`src/rtl/wb_select_stage_if.sv`:
```
// Bundle of upstream result, writeback and control signals for wb_select_stage.
// The master side is the producer and register file; the slave side is the stage.
interface wb_select_stage_if #(
    parameter int WIDTH = 32,
    parameter int NSRC  = 4,
    parameter int SELW  = 2
);
    logic                  in_valid;
    logic                  in_ready;
    logic [NSRC*WIDTH-1:0] src;
    logic [SELW-1:0]       sel;
    logic                  regwrite;
    logic [4:0]            rd;
    logic [1:0]            ldsize;
    logic                  ldsigned;
    logic [1:0]            byteoff;
    logic                  flush;
    logic                  out_valid;
    logic                  out_ready;
    logic [WIDTH-1:0]      wb_data;
    logic [4:0]            wb_rd;
    logic                  wb_we;
    logic [31:0]           retired;

    modport master (
        output in_valid, src, sel, regwrite, rd, ldsize, ldsigned, byteoff, flush, out_ready,
        input  in_ready, out_valid, wb_data, wb_rd, wb_we, retired
    );

    modport slave (
        input  in_valid, src, sel, regwrite, rd, ldsize, ldsigned, byteoff, flush, out_ready,
        output in_ready, out_valid, wb_data, wb_rd, wb_we, retired
    );
endinterface

```
`src/rtl/wb_select_stage.sv`:
```
// Writeback select stage: picks one of NSRC sources, buffers results in a 2-entry FIFO.
// Define WB_SELECT_STAGE_LOADEXT_EN to extract and extend sub-word loads on source 1.
module wb_select_stage #(
    parameter int WIDTH = 32,
    parameter int NSRC  = 4,
    parameter int SELW  = 2
) (
    input  logic              clk,
    input  logic              rst_n,
    wb_select_stage_if.slave  bus
);
    logic [WIDTH-1:0] w_mem;
    logic [WIDTH-1:0] w_sdata;
    logic             w_we;
    logic             w_push;
    logic             w_pop;
    logic [1:0]       w_countNext;

    logic [1:0]       r_count;
    logic             r_wptr;
    logic             r_rptr;
    logic             r_inReady;
    logic [31:0]      r_retired;
    logic [WIDTH-1:0] r_data [2];
    logic [4:0]       r_rd   [2];
    logic             r_we   [2];

`ifdef WB_SELECT_STAGE_LOADEXT_EN
    logic [WIDTH-1:0] w_src1;
    logic [7:0]       w_byte;
    logic [15:0]      w_half;

    assign w_src1 = bus.src[WIDTH +: WIDTH];
    assign w_byte = w_src1[{bus.byteoff, 3'b000} +: 8];
    assign w_half = w_src1[{bus.byteoff[1], 4'b0000} +: 16];

    always_comb begin
        case (bus.ldsize)
            2'b00:   w_mem = {{(WIDTH-8){bus.ldsigned & w_byte[7]}}, w_byte};
            2'b01:   w_mem = {{(WIDTH-16){bus.ldsigned & w_half[15]}}, w_half};
            default: w_mem = w_src1;
        endcase
    end
`else
    logic w_unused;

    assign w_mem    = bus.src[WIDTH +: WIDTH];
    assign w_unused = ^{bus.ldsize, bus.ldsigned, bus.byteoff};
`endif

    // Out-of-range selects fall through to zero because no iteration matches.
    always_comb begin
        w_sdata = '0;
        for (int k = 0; k < NSRC; k++) begin
            if (bus.sel == SELW'(k)) begin
                w_sdata = (k == 1) ? w_mem : bus.src[k*WIDTH +: WIDTH];
            end
        end
    end

    assign w_we   = bus.regwrite && (bus.rd != 5'd0);
    assign w_push = bus.in_valid && r_inReady;
    assign w_pop  = (r_count != 2'd0) && bus.out_ready;

    always_comb begin
        w_countNext = r_count;
        if (bus.flush) begin
            w_countNext = 2'd0;
        end else if (w_push && !w_pop) begin
            w_countNext = r_count + 2'd1;
        end else if (!w_push && w_pop) begin
            w_countNext = r_count - 2'd1;
        end
    end

    // in_ready is registered from the next count so it never sees out_ready combinationally.
    always_ff @(posedge clk or negedge rst_n) begin
        if (!rst_n) begin
            r_count   <= 2'd0;
            r_wptr    <= 1'b0;
            r_rptr    <= 1'b0;
            r_inReady <= 1'b1;
            r_retired <= 32'd0;
        end else begin
            r_count   <= w_countNext;
            r_inReady <= (w_countNext != 2'd2);
            if (bus.flush) begin
                r_wptr <= 1'b0;
                r_rptr <= 1'b0;
            end else begin
                if (w_push) begin
                    r_wptr <= ~r_wptr;
                end
                if (w_pop) begin
                    r_rptr <= ~r_rptr;
                    if (r_we[r_rptr]) begin
                        r_retired <= r_retired + 32'd1;
                    end
                end
            end
        end
    end

    always_ff @(posedge clk) begin
        if (w_push && !bus.flush) begin
            r_data[r_wptr] <= w_sdata;
            r_rd[r_wptr]   <= bus.rd;
            r_we[r_wptr]   <= w_we;
        end
    end

    assign bus.in_ready  = r_inReady;
    assign bus.out_valid = (r_count != 2'd0);
    assign bus.wb_data   = bus.out_valid ? r_data[r_rptr] : '0;
    assign bus.wb_rd     = bus.out_valid ? r_rd[r_rptr] : 5'd0;
    assign bus.wb_we     = bus.out_valid && r_we[r_rptr];
    assign bus.retired   = r_retired;
endmodule
```
`src/flat_wrapper.sv`:
```
// flat-port wrapper written by rule: the top's interface ports become plain ports
module wb_select_stage_flat 
#(
    parameter int WIDTH = 32,
    parameter int NSRC  = 4,
    parameter int SELW  = 2
)
  (clk, rst_n, bus_in_valid, bus_src, bus_sel, bus_regwrite, bus_rd, bus_ldsize, bus_ldsigned, bus_byteoff, bus_flush, bus_out_ready, bus_in_ready, bus_out_valid, bus_wb_data, bus_wb_rd, bus_wb_we, bus_retired);
  wb_select_stage_if #(.WIDTH(WIDTH), .NSRC(NSRC), .SELW(SELW)) bus_i ();
  input  logic clk;
  input  logic rst_n;
  input wire logic [$bits(bus_i.in_valid)-1:0] bus_in_valid;
  input wire logic [$bits(bus_i.src)-1:0] bus_src;
  input wire logic [$bits(bus_i.sel)-1:0] bus_sel;
  input wire logic [$bits(bus_i.regwrite)-1:0] bus_regwrite;
  input wire logic [$bits(bus_i.rd)-1:0] bus_rd;
  input wire logic [$bits(bus_i.ldsize)-1:0] bus_ldsize;
  input wire logic [$bits(bus_i.ldsigned)-1:0] bus_ldsigned;
  input wire logic [$bits(bus_i.byteoff)-1:0] bus_byteoff;
  input wire logic [$bits(bus_i.flush)-1:0] bus_flush;
  input wire logic [$bits(bus_i.out_ready)-1:0] bus_out_ready;
  output wire logic [$bits(bus_i.in_ready)-1:0] bus_in_ready;
  output wire logic [$bits(bus_i.out_valid)-1:0] bus_out_valid;
  output wire logic [$bits(bus_i.wb_data)-1:0] bus_wb_data;
  output wire logic [$bits(bus_i.wb_rd)-1:0] bus_wb_rd;
  output wire logic [$bits(bus_i.wb_we)-1:0] bus_wb_we;
  output wire logic [$bits(bus_i.retired)-1:0] bus_retired;
  assign bus_i.in_valid = bus_in_valid;
  assign bus_i.src = bus_src;
  assign bus_i.sel = bus_sel;
  assign bus_i.regwrite = bus_regwrite;
  assign bus_i.rd = bus_rd;
  assign bus_i.ldsize = bus_ldsize;
  assign bus_i.ldsigned = bus_ldsigned;
  assign bus_i.byteoff = bus_byteoff;
  assign bus_i.flush = bus_flush;
  assign bus_i.out_ready = bus_out_ready;
  assign bus_in_ready = bus_i.in_ready;
  assign bus_out_valid = bus_i.out_valid;
  assign bus_wb_data = bus_i.wb_data;
  assign bus_wb_rd = bus_i.wb_rd;
  assign bus_wb_we = bus_i.wb_we;
  assign bus_retired = bus_i.retired;
  wb_select_stage #(.WIDTH(WIDTH), .NSRC(NSRC), .SELW(SELW)) u_core (.clk(clk), .rst_n(rst_n), .bus(bus_i));
endmodule
```
`config.mk`:
```
export PLATFORM = sky130hd
export DESIGN_NAME = wb_select_stage_flat
export DESIGN_NICKNAME = d
export VERILOG_FILES = /design/src/rtl/wb_select_stage_if.sv /design/src/rtl/wb_select_stage.sv /design/src/flat_wrapper.sv
export SDC_FILE = /design/constraint.sdc
export NUM_CORES = 1
export LEC_CHECK = 0
export CORE_MARGIN = 2
export CORE_UTILIZATION = 47
export DETAILED_ROUTE_END_ITERATION = 6
export GPL_TIMING_DRIVEN = 0
export PLACE_DENSITY_LB_ADDON = 0.2
export SLEW_MARGIN = 20
export SYNTH_ARGS = -nofsm -noshare
export SYNTH_HDL_FRONTEND = slang
export SYNTH_SLANG_ARGS = --single-unit
```
`constraint.sdc`:
```
create_clock -name clk -period 9 [get_ports clk]
set_input_delay 1.35 -clock clk [delete_from_list [all_inputs] [get_ports clk]]
set_output_delay 1.35 -clock clk [all_outputs]
set_load 0.01 [all_outputs]
```
==> impl_metrics.py, run 1 <==
metrics = {
    "status": {
        "run_status": "complete, no violations",
    },
    "synth": {
        "synthMuxAreaShare": 0.207,
        "yosys_warnings": 0,
        "syn_area_mm2": 0.00542,
        "synthTopCellsByCount": "edfxtp_1, nor2_1, mux2i_1",
        "synth_xor_area_frac": 0.0565,
        "ys_seq_area_frac": 0.592,
        "synth_edf_count": 76,
        "ys_types": 36,
        "synthFlopType": "edfxtp_1",
        "syn_inst": 369,
        "yosysTopAreaCellShare": 0.421,
        "syn_avg_cell_area_um2": 14.7,
        "synth_compound_area_frac": 0.00438,
        "ys_ff_latch": 113,
        "ys_async_sr_fraction": 0.327,
        "synth_most_common_cell": "edfxtp_1",
        "synth_fa_ha_area_frac": 0.00462,
        "synth_top_family_by_area": "multiplexers",
        "synth_simple_gate_area_share": 0.116,
        "syn_nets": 517,
        "ys_top_cells_by_area": "edfxtp_1, dfrtp_1, mux4_2",
        "synth_top_area_cell": "edfxtp_1",
    },
    "clock_network": {
        "insertion_delay_ns": 0.41,
        "cts_resized": 0,
        "htreeDepth": 4,
        "cts.sinks": 113,
        "cts_setup_buffers": 0,
        "clk_pin_slew_worst_paths_ns": 0.05,
        "clk_path_buf_depth": 2,
        "cts_tree": "built",
        "cts_made_buffers": 17,
        "hold_buffers": 0,
        "root_buffer": "clkbuf_16",
    },
    "layout": {
        "finish.utilization": 0.744,
        "drive_above_1_share": 0.147,
        "fillers": 747,
        "antenna_cells": 0,
        "final_nets": 756,
        "seq_area_mm2": 0.00321,
        "syn_to_final_growth_pct": 55.5,
        "multi_input_area_mm2": 0.00212,
    },
    "sta": {
        "max-slew-margin-rel": 0.498,
        "tightest_slew_ns": 0.732,
        "fin_crit_ns": 4.09,
        "slew_viol_final": 0,
        "final-hold-violation-count": 0,
        "tns_ns": 0,
        "clock.fmax_mhz": 244,
        "rsz0062_at_grt": "false",
        "setup_viol": 0,
        "period_share": 0.455,
        "fin_skew_ns": 0.0134,
    },
    "grt": {
        "antenna_found_initial": 0,
        "gr-usage-all-layers": 0.217,
        "grt_first_pass_wirelength_um": 21000,
        "grt_max_degree": 33,
        "grt_pass1_vias": 4351,
        "grt-ovfl-total": 0,
    },
    "floorplan": {
        "die_height_um": 111,
        "core_region_area_mm2": 0.0113,
        "start_util": 0.479,
        "io_pins": 218,
        "rows": 39,
        "chipWidth_um": 111,
        "die_area_mm2": 0.0124,
    },
    "power": {
        "combPwrFrac": 0.315,
        "switching_share": 0.276,
        "p_clk_frac": 0.354,
        "p_total_mw": 1.93,
        "p_seq_frac": 0.331,
        "p_switching_mw": 0.531,
        "internal_power_mw": 1.40,
        "p_per_area_mw_per_mm2": 229,
        "p_leak_nw": 3.06,
        "vdd_drop_max_mv": 0.143,
    },
    "worst_setup_path": {
        "end_kind": "output port",
        "crit_required_ns": 7.65,
        "startpoint_type": "flip-flop",
        "arrival_ns": 2.74,
        "criticalPathCategory": "flip-flop to output port",
        "path_max_fanout": 10,
    },
    "min_path": {
        "holdCritPathClass": "flip-flop to flip-flop",
    },
    "detailed_routing": {
        "vias": 4082,
        "drtPass1Iterations": 4,
        "viasPerCell": 5.34,
        "drt_wl_total_um": 13100,
        "remaining_drc_errors": 0,
        "wl_per_cell_um": 17.1,
        "ant_nets": 0,
        "drt-initial-drc-count": 211,
    },
    "placement": {
        "port_buffers": 211,
        "place_hpwl_um": 10200,
        "place_congestion": 0.811,
    },
    "job": {
        "drv_cap": 0,
    },
}
## power by group through the flow
stage | sequential [mW] | combinational [mW] | clock (mW)
detailed placement | 0.646 | 0.611 | 0
global route | 0.642 | 0.648 | 0.718
finish | 0.638 | 0.606 | 0.682
floorplan | 0.648 | 0.288 | 0
CTS | 0.638 | 0.617 | 0.691
global placement | 0.649 | 0.595 | 0
## final cells by class
type / instances / share of cell area
inverters: 5 / 0.00223
plain buffers: 20 / 0.0101
clock buffers: 25 / 0.0665
multi-input cells: 231 / 0.251
clock inverters: 7 / 0.00742
repair buffers: 220 / 0.260
flip-flops and latches: 113 / 0.381
well taps: 143 / 0.0212
## routing by layer
metal  global-route usage  share of wire
met1                0.241           0.37
met2                0.400           0.55
met3               0.0572          0.059
met4               0.0807          0.017
met5                    0              0
## cells in the final DEF, fill, tap and decap left out, types with 6 or more instances in the layout
cell type	Yosys	layout
buf_2	8	9
buf_4	0	6
clkbuf_1	11	13
clkbuf_16	0	21
clkdlybuf4s50_1	0	210
dfrtp_1	36	36
edfxtp_1	76	76
mux2i_1	38	38
mux4_2	32	32
nand2_1	11	11
nand3_1	11	11
nand4_1	18	18
nor2_1	46	46
xnor2_1	24	24
xor2_1	11	11
## worst max-delay path, stage by stage, from the launching register on
cell and delay [ns]:
dfrtp_1 0.39, inv_1 0.07, ha_1 0.14, clkbuf_1 0.24, clkbuf_1 0.42, clkbuf_1 0.44
nor2_1 0.11, clkdlybuf4s50_1 0.53
## cell families (layout without fill, tap and decap cells)
group / after synthesis / after routing
flip-flops: 113 / 113
AO/OA/AOI/OAI: 3 / 3
XOR/XNOR: 35 / 35
AND/OR/NAND/NOR: 119 / 119
multiplexers: 72 / 72
adder cells (fa/ha/maj): 2 / 2
buffers and inverters: 25 / 277
## through the flow
stage	cell area [µm²]	std cells	hold WS, ns	setup WS (ns)
6_report	8430	764	0.466	4.91
2_1_floorplan	5420	369	0.508	4.12
3_3_place_gp	7710	723	0.460	2.08
5_1_grt	8430	764	0.486	4.70
3_5_place_dp	7800	732	0.467	5.29
4_1_cts	8430	764	0.474	4.85
## path summary, 6_finish.rpt
check | from | end | slack, ns | cells past startpoint
min in group asynchronous | rst_n | u_core.bus.retired[7] | 0.77 | 1
max in group asynchronous | rst_n | u_core.bus.in_ready | 7.75 | 2
worst max-delay path | u_core.r_count[0] | bus_wb_data[29] | 4.91 | 7
worst min register to register | u_core.bus.retired[31] | u_core.bus.retired[31] | 0.47 | 1
worst max register to register | u_core.bus.in_ready | u_core.r_data[1][23] | 6.69 | 5
worst min-delay path | u_core.bus.retired[31] | u_core.bus.retired[31] | 0.47 | 1
## registers in the layout, indices dropped and copies added (netlist names)
name and cells:
u_core.r_rptr 1, u_core.r_count 2, u_core.r_rd 10, u_core.r_we 2, u_core.bus.retired 32, u_core.bus.in_ready 1, u_core.r_wptr 1, u_core.r_data 64
(Power assumes the default switching activity.)
==> run 2: changes to the inputs <==
Settings changed: CORE_UTILIZATION 47 to 44.
Clock period 9 ns to 4.2 ns, I/O delays scaled along.
==> impl_metrics.py, run 2 (synthesis gave the netlist of run 1 again) <==
metrics = {
    "status": {
        "run_status": "complete, no violations",
    },
    "power": {
        "vdd_drop_max_mv": 0.304,
        "p_total_mw": 4.19,
        "p_per_area_mw_per_mm2": 496,
        "p_leak_nw": 3.05,
    },
    "sta": {
        "tightest_slew_ns": 0.731,
        "clock.fmax_mhz": 300,
        "slew_viol_final": 0,
        "fin_crit_ns": 3.34,
        "fin_skew_ns": 0.00996,
        "period_share": 0.795,
        "setup_viol": 0,
        "max-slew-margin-rel": 0.510,
        "final-hold-violation-count": 0,
        "rsz0062_at_grt": "false",
        "worst_slack_ns": 0.861,
        "hold_slack_ns": 0.0798,
    },
    "worst_setup_path": {
        "end_kind": "output port",
        "path_cells": "inv_1 -> ha_1 -> clkbuf_1 -> clkbuf_1 -> clkbuf_1 -> nor2_1 -> clkdlybuf4s50_1",
        "crit_top_cell": "clkbuf_1",
        "startpoint_type": "flip-flop",
        "arrival_ns": 2.71,
        "path_max_fanout": 10,
        "cp_slowest_cell": "clkdlybuf4s50_1",
        "cp_slowest_stage_delay_ns": 0.53,
        "criticalPathCategory": "flip-flop to output port",
        "crit_required_ns": 3.57,
    },
    "grt": {
        "grt_max_degree": 31,
        "grt-ovfl-total": 0,
        "antenna_found_initial": 0,
        "grt_pass1_vias": 4184,
        "gr-usage-all-layers": 0.203,
        "grt_first_pass_wirelength_um": 20300,
    },
    "clock_network": {
        "clk_pin_slew_worst_paths_ns": 0.05,
        "cts_made_buffers": 17,
        "cts_setup_buffers": 0,
        "cts_resized": 0,
        "root_buffer": "clkbuf_16",
        "hold_buffers": 0,
        "cts.sinks": 113,
        "cts_tree": "built",
        "htreeDepth": 4,
        "clk_path_buf_depth": 2,
        "insertion_delay_ns": 0.41,
    },
    "layout": {
        "multi_input_area_mm2": 0.00212,
        "antenna_cells": 0,
        "postLayoutCellArea_mm2": 0.00844,
        "seq_area_mm2": 0.00321,
        "largest_reg_flops": 64,
        "layout_commonest_cell": "clkdlybuf4s50_1",
        "finish.utilization": 0.703,
        "syn_to_final_growth_pct": 55.7,
        "top_register": "u_core.r_data",
        "drive_above_1_share": 0.142,
        "fillers": 834,
        "final_nets": 756,
        "final_cell_mix": "clkdlybuf4s50_1, edfxtp_1, nor2_1",
    },
    "floorplan": {
        "io_pins": 218,
        "core_region_area_mm2": 0.0120,
        "rows": 40,
        "start_util": 0.451,
        "die_area_mm2": 0.0132,
        "die_height_um": 115,
        "chipWidth_um": 115,
    },
    "min_path": {
        "holdCritPathClass": "primary input to asynchronous set/reset pin",
    },
    "job": {
        "drv_cap": 0,
    },
    "detailed_routing": {
        "drt-initial-drc-count": 261,
        "wl_per_cell_um": 17.0,
        "drtPass1Iterations": 4,
        "vias": 3982,
        "ant_nets": 0,
        "viasPerCell": 5.19,
        "drt_wl_total_um": 13000,
        "remaining_drc_errors": 0,
    },
    "placement": {
        "port_buffers": 211,
        "place_congestion": 0.806,
        "dp_slack_ns": 1.25,
        "placed_area_mm2": 0.00782,
        "place_hpwl_um": 10200,
    },
}
run 2: cell count changes in the layout (fill, tap and decap cells not counted), sizes merged:
cell / previous run / this run
clkinvlp: 0 / 2
bufinv: 1 / 5
clkbuf: 36 / 31
inv: 7 / 5
run 2: worst max-delay path: cells and delay by family, from the launching register on:
| family | cells | cell delay (ns) |
|---|---|---|
| buffers and inverters | 5 | 1.69 |
| AND/OR/NAND/NOR | 1 | 0.10 |
| flip-flops | 1 | 0.40 |
| adder cells (fa/ha/maj) | 1 | 0.13 |
run 2: per-stage QoR:
stage,setup TNS [ns],cells
2_1_floorplan,0,369
3_3_place_gp,-142.89,727
3_5_place_dp,0,736
4_1_cts,0,767
5_1_grt,0,767
6_report,0,767
run 2: per-layer routing:
metal / up-vias / wire, µm / track usage
li1: 1901 / - / -
met1: 1922 / 5040 / 0.231
met2: 153 / 7220 / 0.366
met3: 6 / 672 / 0.0496
met4: 0 / 79 / 0.0811
met5: - / 0 / 0
run 2: where the power goes:
part | switching, mW | internal, mW | total, mW
registers | 0.0462 | 1.32 | 1.36
logic | 0.610 | 0.690 | 1.30
clock network | 0.479 | 1.04 | 1.52
total | 1.14 | 3.05 | 4.19
run 2: layout make-up:
cell class	count	area share
sequential	113	0.380
timing repair buffer	220	0.261
multi-input combinational	231	0.251
clock buffer	20	0.0517
clock inverter	11	0.0222
tap	147	0.0218
buffer	20	0.0101
inverter	5	0.00222
run 2: path summary, 6_finish.rpt:
| path | startpoint | endpoint | slack, ns | cells past startpoint |
|---|---|---|---|---|
| max reg2reg | u_core.bus.in_ready | u_core.r_data[1][5] | 2.08 | 4 |
| max | u_core.r_count[0] | bus_wb_data[30] | 0.86 | 7 |
| min reg2reg | u_core.bus.retired[31] | u_core.bus.retired[31] | 0.47 | 1 |
| min in group clk | u_core.bus.retired[31] | u_core.bus.retired[31] | 0.47 | 1 |
| min | rst_n | u_core.bus.retired[6] | 0.08 | 1 |
| max in group asynchronous | rst_n | u_core.bus.in_ready | 3.62 | 2 |
==> run 3: changes to the inputs <==
Settings changed: CORE_UTILIZATION 44 to 39.
Clock period 4.2 ns to 3 ns, I/O delays scaled along.
==> impl_metrics.py, run 3 (synthesis gave the netlist of run 1 again) <==
metrics = {
    "status": {
        "run_status": "complete, no violations",
    },
    "clock_network": {
        "cts_tree": "built",
        "clk_pin_slew_worst_paths_ns": 0.05,
        "insertion_delay_ns": 0.41,
        "cts.sinks": 113,
        "root_buffer": "clkbuf_16",
        "htreeDepth": 4,
        "cts_setup_buffers": 0,
        "clk_path_buf_depth": 2,
        "cts_made_buffers": 17,
    },
    "worst_setup_path": {
        "end_kind": "output port",
        "arrival_ns": 2.34,
        "rrSetupSlack_ns": 0.86,
        "cp_slowest_stage_delay_ns": 0.52,
        "startpoint_type": "flip-flop",
        "r2r-start": "u_core.bus.in_ready",
        "crit_required_ns": 2.55,
        "critPathBufInv": 4,
        "cp_slowest_cell": "clkdlybuf4s50_1",
        "cpLargestDelayFamily": "buffers and inverters",
        "rr_worst_depth": 4,
        "reg2reg_to": "u_core.r_data[1][31]",
        "path_cells": "inv_1 -> ha_1 -> clkbuf_1 -> clkbuf_2 -> nor2_1 -> clkdlybuf4s50_1",
        "criticalPathCategory": "flip-flop to output port",
        "path_max_fanout": 19,
    },
    "min_path": {
        "holdCritPathClass": "primary input to asynchronous set/reset pin",
    },
    "grt": {
        "antenna_found_initial": 0,
        "grt-ovfl-total": 0,
        "gr-usage-all-layers": 0.186,
        "grt_max_degree": 30,
        "grt_first_pass_wirelength_um": 20900,
        "grt_pass1_vias": 4248,
    },
    "power": {
        "combPwrFrac": 0.312,
        "p_clk_frac": 0.361,
        "p_seq_frac": 0.327,
        "internal_power_mw": 4.27,
        "switching_share": 0.269,
        "vdd_drop_max_mv": 0.451,
        "p_switching_mw": 1.57,
        "p_total_mw": 5.84,
        "p_per_area_mw_per_mm2": 688,
        "p_leak_nw": 3.04,
    },
    "sta": {
        "slew_viol_final": 0,
        "clock.fmax_mhz": 359,
        "fin_skew_ns": 0.00896,
        "final-hold-violation-count": 0,
        "max-slew-margin-rel": 0.532,
        "tightest_slew_ns": 0.682,
        "rsz0062_at_grt": "false",
        "period_share": 0.930,
        "fin_crit_ns": 2.79,
        "setup_viol": 0,
    },
    "detailed_routing": {
        "vias": 4060,
        "ant_nets": 0,
        "drt_wl_total_um": 13200,
        "remaining_drc_errors": 0,
        "drt-initial-drc-count": 182,
        "viasPerCell": 5.09,
        "drtPass1Iterations": 4,
        "wl_per_cell_um": 16.6,
    },
    "floorplan": {
        "chipWidth_um": 122,
        "start_util": 0.395,
        "rows": 43,
        "die_area_mm2": 0.0149,
        "die_height_um": 122,
        "core_region_area_mm2": 0.0137,
        "io_pins": 218,
    },
    "layout": {
        "multi_input_area_mm2": 0.00213,
        "syn_to_final_growth_pct": 56.6,
        "fillers": 1128,
        "seq_area_mm2": 0.00321,
        "largest_reg_flops": 64,
        "drive_above_1_share": 0.136,
        "antenna_cells": 0,
        "final_cell_mix": "clkdlybuf4s50_1, edfxtp_1, nor2_1",
        "final_cells": 797,
        "final_nets": 752,
        "top_register": "u_core.r_data",
        "layout_commonest_cell": "clkdlybuf4s50_1",
    },
    "job": {
        "drv_cap": 0,
    },
    "placement": {
        "port_buffers": 211,
        "dpl.cell_count": 765,
        "place_hpwl_um": 10300,
        "place_congestion": 0.848,
    },
}
[run 3: cell type report]
class                      count  area share
clock buffer                  18      0.0505
buffer                        19      0.0106
sequential                   113       0.378
clock inverter                14      0.0228
tap                          180      0.0265
inverter                       5     0.00221
multi-input combinational    231       0.251
timing repair buffer         217       0.258
[run 3: repair_timing]
action,CTS,global route
endpoints found under the hold margin,7,0
endpoints found under the setup margin,10,11
resized for setup,1,3
hold buffers,1,0
[run 3: worst max-delay path by stage]
| stage | startpoint | end | slack [ns] | cells past startpoint |
|---|---|---|---|---|
| 2_1_floorplan | u_core.bus.in_ready | u_core.r_data[1][0] | 0.29 | 2 |
| 3_3_place_gp | bus_flush | u_core.r_data[0][19] | -1.03 | 3 |
| 3_5_place_dp | u_core.r_count[0] | bus_wb_data[23] | 0.15 | 7 |
| 4_1_cts | u_core.r_rptr | bus_wb_data[27] | 0.04 | 6 |
| 5_1_grt | u_core.r_count[0] | bus_wb_data[16] | 0.01 | 6 |
| 6_report | u_core.r_count[0] | bus_wb_we | 0.21 | 6 |
[run 3: power by group through the flow]
stage	combinational [mW]	clock [mW]	sequential [mW]
4_1_cts	1.86	2.15	1.91
3_5_place_dp	1.85	0	1.94
2_1_floorplan	0.865	0	1.94
3_3_place_gp	1.81	0	1.94
5_1_grt	1.98	2.22	1.92
6_report	1.82	2.11	1.91
[run 3: layer usage]
| metal | global-route usage | vias to the layer above | wire length (µm) |
|---|---|---|---|
| met5 | 0 | - | 0 |
| met4 | 0.0704 | 0 | 201 |
| met3 | 0.0524 | 14 | 1030 |
| met2 | 0.338 | 164 | 7140 |
| met1 | 0.205 | 1996 | 4850 |
| li1 | - | 1886 | - |
[run 3: per-stage QoR]
step | hold WS [ns] | area [µm²] | utilization | setup slack (ns) | TNS (ns)
floorplan | 0.154 | 5430 | - | 0.291 | 0
global placement | 0.463 | 7770 | 0.566 | -1.03 | -76.79
detailed placement | 0.321 | 7850 | 0.572 | 0.154 | 0
CTS | 0.430 | 8480 | 0.618 | 0.0366 | 0
global route | 0.445 | 8490 | 0.619 | 0.0145 | 0
finish | 0.444 | 8490 | 0.619 | 0.211 | 0
[run 3: worst register-to-register path, delay by kind of cell (launching register included)]
kind | cells | cell delay [ns]
simple gates | 2 | 0.83
buf+inv | 2 | 0.47
flops | 1 | 0.55
